$ cat config.mk
export PLATFORM = sky130hd
export DESIGN_NAME = spi_frame_loader
export DESIGN_NICKNAME = d
export VERILOG_FILES = /design/src/rtl/spi_frame_loader.sv
export SDC_FILE = /design/constraint.sdc
export NUM_CORES = 1
export LEC_CHECK = 0
export BUFFER_PORTS_ARGS = -buffer_cell sky130_fd_sc_hd__buf_2
export CORE_MARGIN = 2
export CORE_UTILIZATION = 49
export DETAILED_ROUTE_END_ITERATION = 10
export GPL_ROUTABILITY_DRIVEN = 0
export MAX_ROUTING_LAYER = met4
export PLACE_DENSITY_LB_ADDON = 0.05
export SLEW_MARGIN = 20
export SYNTH_ARGS = -nofsm -noshare
export SYNTH_HDL_FRONTEND = slang
export SYNTH_SLANG_ARGS = --single-unit
$ cat constraint.sdc
create_clock -name clk -period 1.6 [get_ports clk]
set_clock_uncertainty 0.05 [all_clocks]
set_input_delay 0.4 -clock clk [delete_from_list [all_inputs] [get_ports clk]]
set_output_delay 0.4 -clock clk [all_outputs]
set_load 0.01 [all_outputs]
$ cat src/rtl/spi_frame_loader.sv
`default_nettype none
// ============================================================================
// Module      : spi_frame_loader
// Description : Decodes SPI command bytes, assembles 24-bit pixels into the
//               back bank and applies bank swaps on display frame boundaries.
// Revision    : 1.0 - initial release
// ============================================================================
module spi_frame_loader #(
  parameter int ADDR_WIDTH = 5
) (
  input  logic                  clk,
  input  logic                  rst_n,
  input  logic                  spi_ss,
  input  logic                  rx_valid,
  input  logic [7:0]            rx_data,
  input  logic                  frame_start,
  output logic                  mem_we,
  output logic                  mem_bank,
  output logic [ADDR_WIDTH-1:0] mem_addr,
  output logic [23:0]           mem_wdata,
  output logic                  front_bank,
  output logic                  swap_pending,
  output logic                  busy,
  output logic                  err_overflow
);

  localparam logic [7:0] c_CMD_WRITE    = 8'hF0;
  localparam logic [7:0] c_CMD_WRITE_AT = 8'hF1;
  localparam logic [7:0] c_CMD_SWAP     = 8'h10;

  typedef enum logic [2:0] {
    S_IDLE    = 3'd0,
    S_CMD     = 3'd1,
    S_ADDR    = 3'd2,
    S_PIXEL   = 3'd3,
    S_DISCARD = 3'd4
  } state_t;

  state_t                r_state;
  state_t                w_state_nxt;
  logic [1:0]            r_cnt;
  logic [7:0]            r_byte0;
  logic [7:0]            r_byte1;
  // One extra MSB marks "past the last address"; the pointer saturates there.
  logic [ADDR_WIDTH:0]   r_ptr;
  logic                  r_we;
  logic [ADDR_WIDTH-1:0] r_addr;
  logic [23:0]           r_wdata;
  logic                  r_front;
  logic                  r_pending;
  logic                  r_err;

  logic w_ptr_zero;
  logic w_ptr_load;
  logic w_clr_err;
  logic w_req_swap;
  logic w_byte;
  logic w_pix_done;

  always_ff @(posedge clk or negedge rst_n) begin
    if (!rst_n) r_state <= S_IDLE;
    else        r_state <= w_state_nxt;
  end

  always_comb begin
    w_state_nxt = r_state;
    w_ptr_zero  = 1'b0;
    w_ptr_load  = 1'b0;
    w_clr_err   = 1'b0;
    w_req_swap  = 1'b0;
    w_byte      = 1'b0;
    w_pix_done  = 1'b0;
    if (spi_ss) begin
      w_state_nxt = S_IDLE;
    end else begin
      case (r_state)
        S_IDLE: w_state_nxt = S_CMD;
        S_CMD: begin
          if (rx_valid) begin
            case (rx_data)
              c_CMD_WRITE: begin
                w_ptr_zero  = 1'b1;
                w_clr_err   = 1'b1;
                w_state_nxt = S_PIXEL;
              end
              c_CMD_WRITE_AT: begin
                w_clr_err   = 1'b1;
                w_state_nxt = S_ADDR;
              end
              c_CMD_SWAP: begin
                w_req_swap  = 1'b1;
                w_state_nxt = S_DISCARD;
              end
              default: w_state_nxt = S_DISCARD;
            endcase
          end
        end
        S_ADDR: begin
          if (rx_valid) begin
            w_ptr_load  = 1'b1;
            w_state_nxt = S_PIXEL;
          end
        end
        S_PIXEL: begin
          w_byte     = rx_valid;
          w_pix_done = rx_valid && (r_cnt == 2'd2);
        end
        S_DISCARD: w_state_nxt = S_DISCARD;
        default:   w_state_nxt = S_IDLE;
      endcase
    end
  end

  always_ff @(posedge clk or negedge rst_n) begin
    if (!rst_n) begin
      r_cnt     <= 2'd0;
      r_byte0   <= 8'd0;
      r_byte1   <= 8'd0;
      r_ptr     <= '0;
      r_we      <= 1'b0;
      r_addr    <= '0;
      r_wdata   <= 24'd0;
      r_err     <= 1'b0;
    end else begin
      r_we <= 1'b0;
      if (w_ptr_zero) r_ptr <= '0;
      if (w_ptr_load) r_ptr <= {1'b0, rx_data[ADDR_WIDTH-1:0]};
      if (w_clr_err)  r_err <= 1'b0;
      // Partial pixels are dropped whenever the FSM leaves PIXEL.
      if (r_state != S_PIXEL || spi_ss) begin
        r_cnt <= 2'd0;
      end else if (w_byte) begin
        if (r_cnt == 2'd0) r_byte0 <= rx_data;
        if (r_cnt == 2'd1) r_byte1 <= rx_data;
        r_cnt <= w_pix_done ? 2'd0 : r_cnt + 2'd1;
      end
      if (w_pix_done) begin
        if (!r_ptr[ADDR_WIDTH]) begin
          r_we    <= 1'b1;
          r_addr  <= r_ptr[ADDR_WIDTH-1:0];
          r_wdata <= {r_byte0, r_byte1, rx_data};
          r_ptr   <= r_ptr + {{ADDR_WIDTH{1'b0}}, 1'b1};
        end else begin
          r_err   <= 1'b1;
        end
      end
    end
  end

  // Uses the registered pending flag, so a SWAP decoded alongside a
  // frame_start waits for the following frame.
  always_ff @(posedge clk or negedge rst_n) begin
    if (!rst_n) begin
      r_front   <= 1'b0;
      r_pending <= 1'b0;
    end else if (frame_start && r_pending) begin
      r_front   <= ~r_front;
      r_pending <= 1'b0;
    end else if (w_req_swap) begin
      r_pending <= 1'b1;
    end
  end

  assign mem_we       = r_we;
  assign mem_bank     = ~r_front;
  assign mem_addr     = r_addr;
  assign mem_wdata    = r_wdata;
  assign front_bank   = r_front;
  assign swap_pending = r_pending;
  assign busy         = (r_state != S_IDLE);
  assign err_overflow = r_err;

endmodule
`default_nettype wire

[Word level (Yosys, flattened, before mapping)]
Cells that the tools add are included.
Word-level totals
  register bits after elaboration: 60
  bits in latches: 0
  bits in writable memories: 0
  memory bits (read-only): 0
  bits of input ports: 13
  output and inout bits: 35
  word-level logic and storage cells: 80
  memories kept: 0
Cells by class
  add/sub/neg operators: 2
  $mul: 0
  div/mod/pow operators: 0
  $lt $le $gt $ge: 0
  eq/ne operators: 13
  shifts and indexed selects: 0
  muxes and demuxes: 38
  bitwise operators: 3
  reductions and logical operators: 13
Operator list (count)
  2-to-1 mux 1 bit: 26
  2-to-1 mux 6 bit: 4
  == test 8 bit (second input constant): 2
  one-hot mux 3 bit (5 select lines): 1
  2-to-1 mux 3 bit: 3
  AND reduction 3 bit: 3
  == test 8 x 5 -> 1 bit (second input constant): 1
  adder 6 x 1 -> 6 bit (second input constant): 1
  == test 3 x 2 -> 1 bit (second input constant): 2
  2-to-1 mux 2 bit: 3
  inequality test 3 bit (second input constant): 2
  one-hot mux 3 bit (2 select lines): 1
  nonzero test 2 bit: 2
  == test 3 x 1 -> 1 bit (second input constant): 1
  == test 3 bit (second input constant): 1
  logical NOT 3 bit: 1
  inequality test 3 x 2 -> 1 bit (second input constant): 1
  NOT 1 bit: 3
  nonzero test 3 bit: 1
  adder 2 x 1 -> 2 bit (second input constant): 1
  == test 2 x 1 -> 1 bit (second input constant): 1
  == test 2 bit (second input constant): 1
  logical AND 1 bit: 2
  logical NOT 2 bit: 1
  4 further kinds: 4

[Longest topological paths before layout]
Gate-level depths: netlist of the first run.
  word-level depth: 9
  depth in mapped cells: 8
  depth with buffers taken out: 7

[Least setup slack after synthesis of the first run]
OpenSTA, ideal clock, no wires.
  kind: input to register
  start: in rx_valid
  end: reg r_ptr[4]
  setup time: 0.126 ns
  data arrival time: 1.392 ns
  data required time: 1.424 ns
  path slack: 0.031 ns
  stages on the path: 5
  path buffers: 1
  path through: buf_4 -> and4bb_1 -> nand4_2 -> nor2b_4 -> a311o_1
Between the ends
  longest elaborated chain between the ends: 7
  elaborated cells on any way between the ends: 13
  classes of those cells: 12 x mux; 1 x reduce/logical
RTL lines
  start, declared: RTL line 14  | input logic rx_valid,
  2-to-1 mux 1 bit: RTL line 79  | if (rx_valid) begin
  2-to-1 mux 1 bit: RTL line 76  | case (r_state)
  2-to-1 mux 1 bit: RTL line 73  | if (spi_ss) begin
  2-to-1 mux 6 bit: RTL line 126  | if (w_ptr_zero) r_ptr <= '0;
  2-to-1 mux 6 bit: RTL line 127  | if (w_ptr_load) r_ptr <= {1'b0, rx_data[ADDR_WIDTH-1:0]};
  2-to-1 mux 6 bit: RTL line 138  | if (!r_ptr[ADDR_WIDTH]) begin
  2-to-1 mux 6 bit (*): RTL line 137  | if (w_pix_done) begin
  end signal, assigned: RTL line 127
  end signal, assigned: RTL line 142  | r_ptr <= r_ptr + {{ADDR_WIDTH{1'b0}}, 1'b1};
  end, declared: RTL line 45  | logic [ADDR_WIDTH:0] r_ptr;
Every way passes the cells marked *; elsewhere a longest branch is shown, timed or not.
A chain may end at the register's enable or synchronous reset.

[Worst setup path after layout of the first run]
  start: reg r_state[0]
  end: out busy
Between the ends
  longest elaborated chain between the ends: 1
RTL lines
  start, declared: RTL line 39  | state_t r_state;
  start signal, assigned: RTL line 62  | else r_state <= w_state_nxt;
  nonzero test 3 bit: RTL line 170  | assign busy = (r_state != S_IDLE);
  end, declared: RTL line 23  | output logic busy,
Every way passes these cells.

==> results of run 1 <==
-- per-stage QoR --
| step | instances | setup WS, ns | TNS [ns] | area [µm²] |
|---|---|---|---|---|
| after global routing | 404 | -0.204 | -0.250 | 3460 |
| after detailed placement | 381 | -0.132 | -2.68 | 3120 |
| after floorplan | 244 | 0.0313 | 0 | 2600 |
| after CTS | 403 | -0.178 | -0.178 | 3390 |
| final | 404 | -0.160 | -0.163 | 3460 |
| after global placement | 381 | -0.0963 | -1.60 | 3120 |
-- layout by cell type, fill, tap and decap left out, drive strengths merged, types with 2 or more instances in the layout --
cell / count
a21o: 2
a21oi: 2
a31o: 2
and2: 2
and3: 2
and3b: 3
and4bb: 2
buf: 83
clkbuf: 12
clkinv: 3
dfrtp: 60
ha: 4
inv: 5
mux2: 16
mux2i: 2
nand2: 91
nand3: 5
nand4: 5
nor2: 8
nor2b: 4
nor3: 2
o21a: 2
or3: 2
-- area by class of cell --
type / instances / area, µm² / share of cell area, %
sequential: 60 / 1500 / 43.4
multi-input combinational: 169 / 1080 / 31.2
timing repair buffer: 84 / 576 / 16.6
clock buffer: 12 / 145 / 4.19
tap: 70 / 87.6 / 2.53
clock inverter: 4 / 48.8 / 1.41
inverter: 5 / 23.8 / 0.687
-- timing repair --
action,in CTS,in global routing
buffers inserted,5,2
hold endpoints to repair,9,0
pin swaps,1,6
setup endpoints to repair,10,41
gates resized for setup,7,14
hold buffers,1,0
-- path summary, 6_finish.rpt --
kind,depth (start not counted),to,from,slack [ns]
setup / recovery,3,busy,r_state[0],-0.16
hold / removal,2,swap_pending,frame_start,0.20
setup reg to reg,6,r_ptr[4],r_state[1],0
hold reg to reg,2,mem_wdata[17],r_byte0[1],0.41
max in group asynchronous,3,r_cnt[0],rst_n,0.53
min in group asynchronous,2,mem_wdata[12],rst_n,0.42
-- power breakdown --
group / internal, mW / switching (mW)
Sequential: 1.52 / 0.00558
Clock: 0.760 / 0.578
Combinational: 0.0727 / 0.0901
-- flip-flops by register name, indices dropped and copies added, names as in the netlist --
signal and count:
err_overflow 1, front_bank 1, mem_addr 5, mem_wdata 24, mem_we 1, r_byte0 8
r_byte1 8, r_cnt 2, r_ptr 6, r_state 3, swap_pending 1
-- cells in the mapped netlist, types with 2 or more instances --
master / number
a21oi_1: 2
and2_1: 2
and3_1: 2
and3b_2: 2
and4bb_1: 2
buf_2: 6
buf_4: 4
dfrtp_1: 60
ha_1: 4
inv_1: 4
mux2_2: 16
mux2i_1: 2
nand2_1: 90
nand3_1: 3
nand3_2: 2
nand4_1: 4
nor2_1: 8
nor2b_1: 3
nor3_1: 2
o21a_1: 2
or3_1: 2
-- kinds of logic after synthesis --
logic type / count (synthesis) / synth area share, %
muxes: 18 / 7.70
xor gates and xnor gates: 2 / 0.674
AOI/OAI and AO/OA: 17 / 5.15
adders and majority gates: 4 / 1.93
and+or+nand+nor: 128 / 23.7
DFF: 60 / 57.8
buffers and inverters: 15 / 3.03
-- per-layer routing --
| metal | GRT usage (%) | part of all wire (%) |
|---|---|---|
| met1 | 29.0 | 46 |
| met2 | 35.6 | 49 |
| met3 | 4.82 | 4.2 |
| met4 | 9.27 | 1.5 |
| met5 | - | 0 |
==> impl_results.md, run 1 <==
* Hold WC Path Type: input port to flip-flop
* Max Cap Viol at 0
* Period utilization at 110%
* CP Data Required Time at 1.15 ns
* Largest delay contributor family on the critical path: flip-flops
* DRT Pass-1 Iters at 4
* Vias in the first global route at roughly 2000
* Fillers at 423
* Synthesized area per cell at between 10 and 15 µm²
* Die H at 76.8 µm
* Power Total at 3.03 mW
* All-Layer GR Usage at 22.7%
* Synth-to-layout area growth at 33.2%
* Crit-path cells: buf_6 -> or3_1 -> buf_2
* Die span in x at 76.8 µm
* Slew HR at 77.9%
* Max VDD drop at roughly 0.7 mV
* Count of different cell masters after synthesis at 43
* Largest net degree at the start of global routing at 52
* TritonCTS buffer count at 9
* Initial Util at 50.9%
* Final worst setup slack at -0.160 ns
* Most used DFF post-synth: dfrtp_1
* Critical path endpoint category: output pin
* Buffer depth of the longest clock path at 2
* EDFF count, synth at 0
* Overflow after GRT at 0
* Post-Syn Area at 2600 µm²
* WP buf/inv at 2
* Core area at 5110 µm²
* Drt total wl at 5890 µm
* Clock Sinks at 60
* Vias per Instance at 5.01
* Synth Instances at between 200 and 250
* FMAX at 568 MHz
* Worst-Skew Late Latency at 0.34 ns
* Crit-path max cell delay at 0.39 ns
* Failing checks: setup timing
* Yosys warnings at 0
* Post-synth top area cell: dfrtp_1
* Top cells by area, synth: dfrtp_1 58%, nand2_1 13%, mux2_2 6.9%
* DR WL/cell at between 10 and 15 µm
* Final setup fails at 2
* Yosys top cell area share at 57.8%
* Data arrival time of the critical path at around 1.3 ns
* RSZ-0062 raised after global routing: true
* Post-DRT Antenna Nets at 0
* Clock root buffer: clkbuf_8
* CTS tree: done
* Ant. Diodes at 0
* Initial DRC count at ~130
* Hold Violations, Final at 0
* Share of layout cells above drive strength 1 at 38.9%
* First-pass GRT wire length at roughly 10000 µm
* Dpl hpwl at 4020 µm
* Worst-Margin Slew at 0.330 ns
* Setup crit start kind: flip-flop
* Layout Nets at 346
* Status: complete, but fails checks
* PortBufs at 47
* Critical path type: flip-flop to output pin
* # DRC at 0
* CP max-delay cell: dfrtp_1
* Register area share after synthesis at just under 60%
* # IOs at 48
* Post-route minimum period at 1.76 ns
* Fraction of registers with async set or reset after synthesis at 100%
* Synth Net Count at around 260
* Vias post-DR at roughly 2000
* Initial antenna violation count at 0
* Core Util, Final at 67.8%
* DIE AREA at 5900 µm²
* Critical-path maximum fanout at 2
* Row count at 26
* Clock-pin slew on the worst setup and hold paths at 0.06 ns
* Final Max Slew Viols at 0
* Synthesized flop and latch total at 60
* Leak Pwr at 1.94 nW
* Min Hold Slack at around 0.2 ns
* H-tree Lvls at 3
* Pwr dens at 875 nW/µm²
No activity file was read; power rests on OpenSTA's default activity.
==> run 2: changes to the inputs <==
- BUFFER_PORTS_ARGS: -buffer_cell sky130_fd_sc_hd__buf_2 -> -buffer_cell sky130_fd_sc_hd__buf_4
- GPL_TIMING_DRIVEN: default -> 1
==> run 2 against run 1 <==
  * The flow finishes with violations (hold timing, setup timing)
  * Critical endpoint unchanged
  * Critical path type unchanged
  * First-iteration DRC count fell by 13%
  * Worst setup slack got worse by 0.033 ns
  * Total power is 5.4% lower
==> impl_results.md, run 2 (same netlist as run 1, synthesis figures left out) <==
* Worst-Margin Slew at 0.322 ns (-0.00800 ns)
* Worst-Skew Late Latency at 0.34 ns (about the same)
* Setup crit start kind: flip-flop
* All-Layer GR Usage at 21.9% (-0.82 points)
* Hold WC Path Type: input port to async pin
* Vias post-DR at 1976 (-2.3%)
* PortBufs at 47 (unchanged)
* Largest net degree at the start of global routing at 61 (+17%)
* CTS tree: done
* DR WL/cell at 14.7 µm (+0.87%)
* FMAX at 558 MHz (-1.8%)
* Initial antenna violation count at 0 (unchanged)
* Status: complete, but fails checks
* Final worst setup slack at -0.194 ns (-0.0331 ns)
* Failing checks: hold timing, setup timing
* Vias in the first global route at 1972 (-3.0%)
* Critical path endpoint category: output pin
* Initial Util at 50.9% (unchanged)
* Vias per Instance at 4.95 (-1.1%)
* # DRC at 0 (unchanged)
* Max reg flops at 24 (unchanged)
* Hold_buf cts at 0 (-1)
* Crit-path max cell delay at 0.40 ns (about the same)
* RSZ-0062 raised after global routing: true
* Setup tns final at -0.371 ns (-0.208 ns)
* Crit-path cells: buf_6 -> or3_4 -> buf_6
* CP max-delay cell: dfrtp_1
* Leak Pwr at 1.92 nW (-0.76%)
* Buffer depth of the longest clock path at 2 (unchanged)
* Initial DRC count at 109 (-13%)
* Final Max Slew Viols at 0 (unchanged)
* Min Hold Slack at -0.00226 ns (-0.205 ns)
* Wire length on met2 at 2750 µm (-4.0%)
* Clock Sinks at 60 (unchanged)
* Pwr dens at 804 nW/µm² (-8.1%)
* DRT Pass-1 Iters at 4 (unchanged)
* TritonCTS buffer count at 9 (unchanged)
* Slew HR at 78.5% (+0.63 points)
* Fillers at 401 (-5.2%)
* Most common cell after layout, fill and taps aside: nand2_1
* Ant. Diodes at 0 (unchanged)
* Highest metal layer with signal wires: met4
* Hold Violations, Final at 3 (+3)
* Synth-to-layout area growth at 37.1%
* First-pass GRT wire length at 9740 µm (-2.6%)
* Layout Nets at 341 (-1.4%)
* Dpl hpwl at 3870 µm (-3.9%)
* Die span in x at 76.8 µm (unchanged)
* Post-DRT Antenna Nets at 0 (unchanged)
* Critical-path maximum fanout at 2 (unchanged)
* Power Total at 2.87 mW (-5.4%)
* Drt total wl at 5870 µm (-0.37%)
* CP Data Required Time at 1.15 ns (about the same)
* H-tree Lvls at 3 (unchanged)
* Data arrival time of the critical path at 1.34 ns (+0.03 ns)
* Clock root buffer: clkbuf_8
* Final setup fails at 5 (+3)
* Share of layout cells above drive strength 1 at 39.5% (+0.59 points)
* DIE AREA at 5900 µm² (unchanged)
* Max VDD drop at 0.501 mV (-28%)
* Max Cap Viol at 0 (unchanged)
* Clock-pin slew on the worst setup and hold paths at 0.07 ns (about the same)
* WL met3 at 266 µm (+8.1%)
* Most frequent cells in the layout: 88 x nand2_1, 67 x buf_4, 60 x dfrtp_1, 16 x mux2_2, 9 x clkbuf_8
* Die H at 76.8 µm (unchanged)
* Core area at 5110 µm² (unchanged)
* Top cell by count, worst path: buf_6
* Met1 wire length at 2770 µm (+3.1%)
* # IOs at 48 (unchanged)
* Overflow after GRT at 0 (unchanged)
* Post-Place Worst Slack at -0.120 ns (+0.0128 ns)
* Post-route minimum period at 1.79 ns (+0.0331 ns)
* Period utilization at 112% (+2.1 points)
* Critical path type: flip-flop to output pin
* Row count at 26 (unchanged)
[run 2: stage by stage]
| step | util (%) | instances | instance area, µm² |
|---|---|---|---|
| finish | 69.8 | 399 | 3560 |
| floorplan | - | 244 | 2600 |
| CTS | 67.1 | 395 | 3430 |
| detailed placement | 63.0 | 376 | 3220 |
| global placement | 63.0 | 376 | 3220 |
| global route | 69.8 | 399 | 3560 |
[run 2: path summary, 6_finish.rpt]
kind,start,end,slack (ns),cells past startpoint
worst min register to register,r_byte1[4],mem_wdata[12],0.42,2
worst min-delay path,rst_n,mem_addr[1],-0.002,2
min in group clk,frame_start,swap_pending,0.19,2
max in group asynchronous,rst_n,r_state[2],1.24,2
worst max register to register,r_state[0],r_ptr[4],-0.08,7
worst max-delay path,r_state[0],busy,-0.19,3
[run 2: power breakdown]
part / switching, mW / total, mW / internal (mW) / leakage (nW)
registers: 0.00592 / 1.53 / 1.52 / 0.836
clock network: 0.597 / 1.15 / 0.554 / 0.0868
logic: 0.0931 / 0.185 / 0.0921 / 1.00
[run 2: metal layers]
layer	GRT usage [%]	up-vias
li1	-	977
met3	5.53	8
met2	31.4	41
met4	7.64	0
met5	-	-
met1	30.6	950
[run 2: layout make-up]
class	count	area, µm²	share of cell area [%]
multi-input combinational	169	1100	30.8
timing repair buffer	79	687	19.3
clock inverter	5	28.8	0.808
inverter	5	31.3	0.878
sequential	60	1500	42.1
clock buffer	11	131	3.69
tap	70	87.6	2.46
[run 2: worst max-delay path, delay by kind of cell, from the launching register on]
family,cells,cell delay (ns)
buffers and inverters,2,0.25
DFF,1,0.40
and+or+nand+nor,1,0.36
[run 2: what timing repair did]
action	in CTS	in global routing
cloned	0	1
endpoints found under the setup margin	12	17
pin swaps	1	3
buffers inserted	3	3
resized for setup	8	21
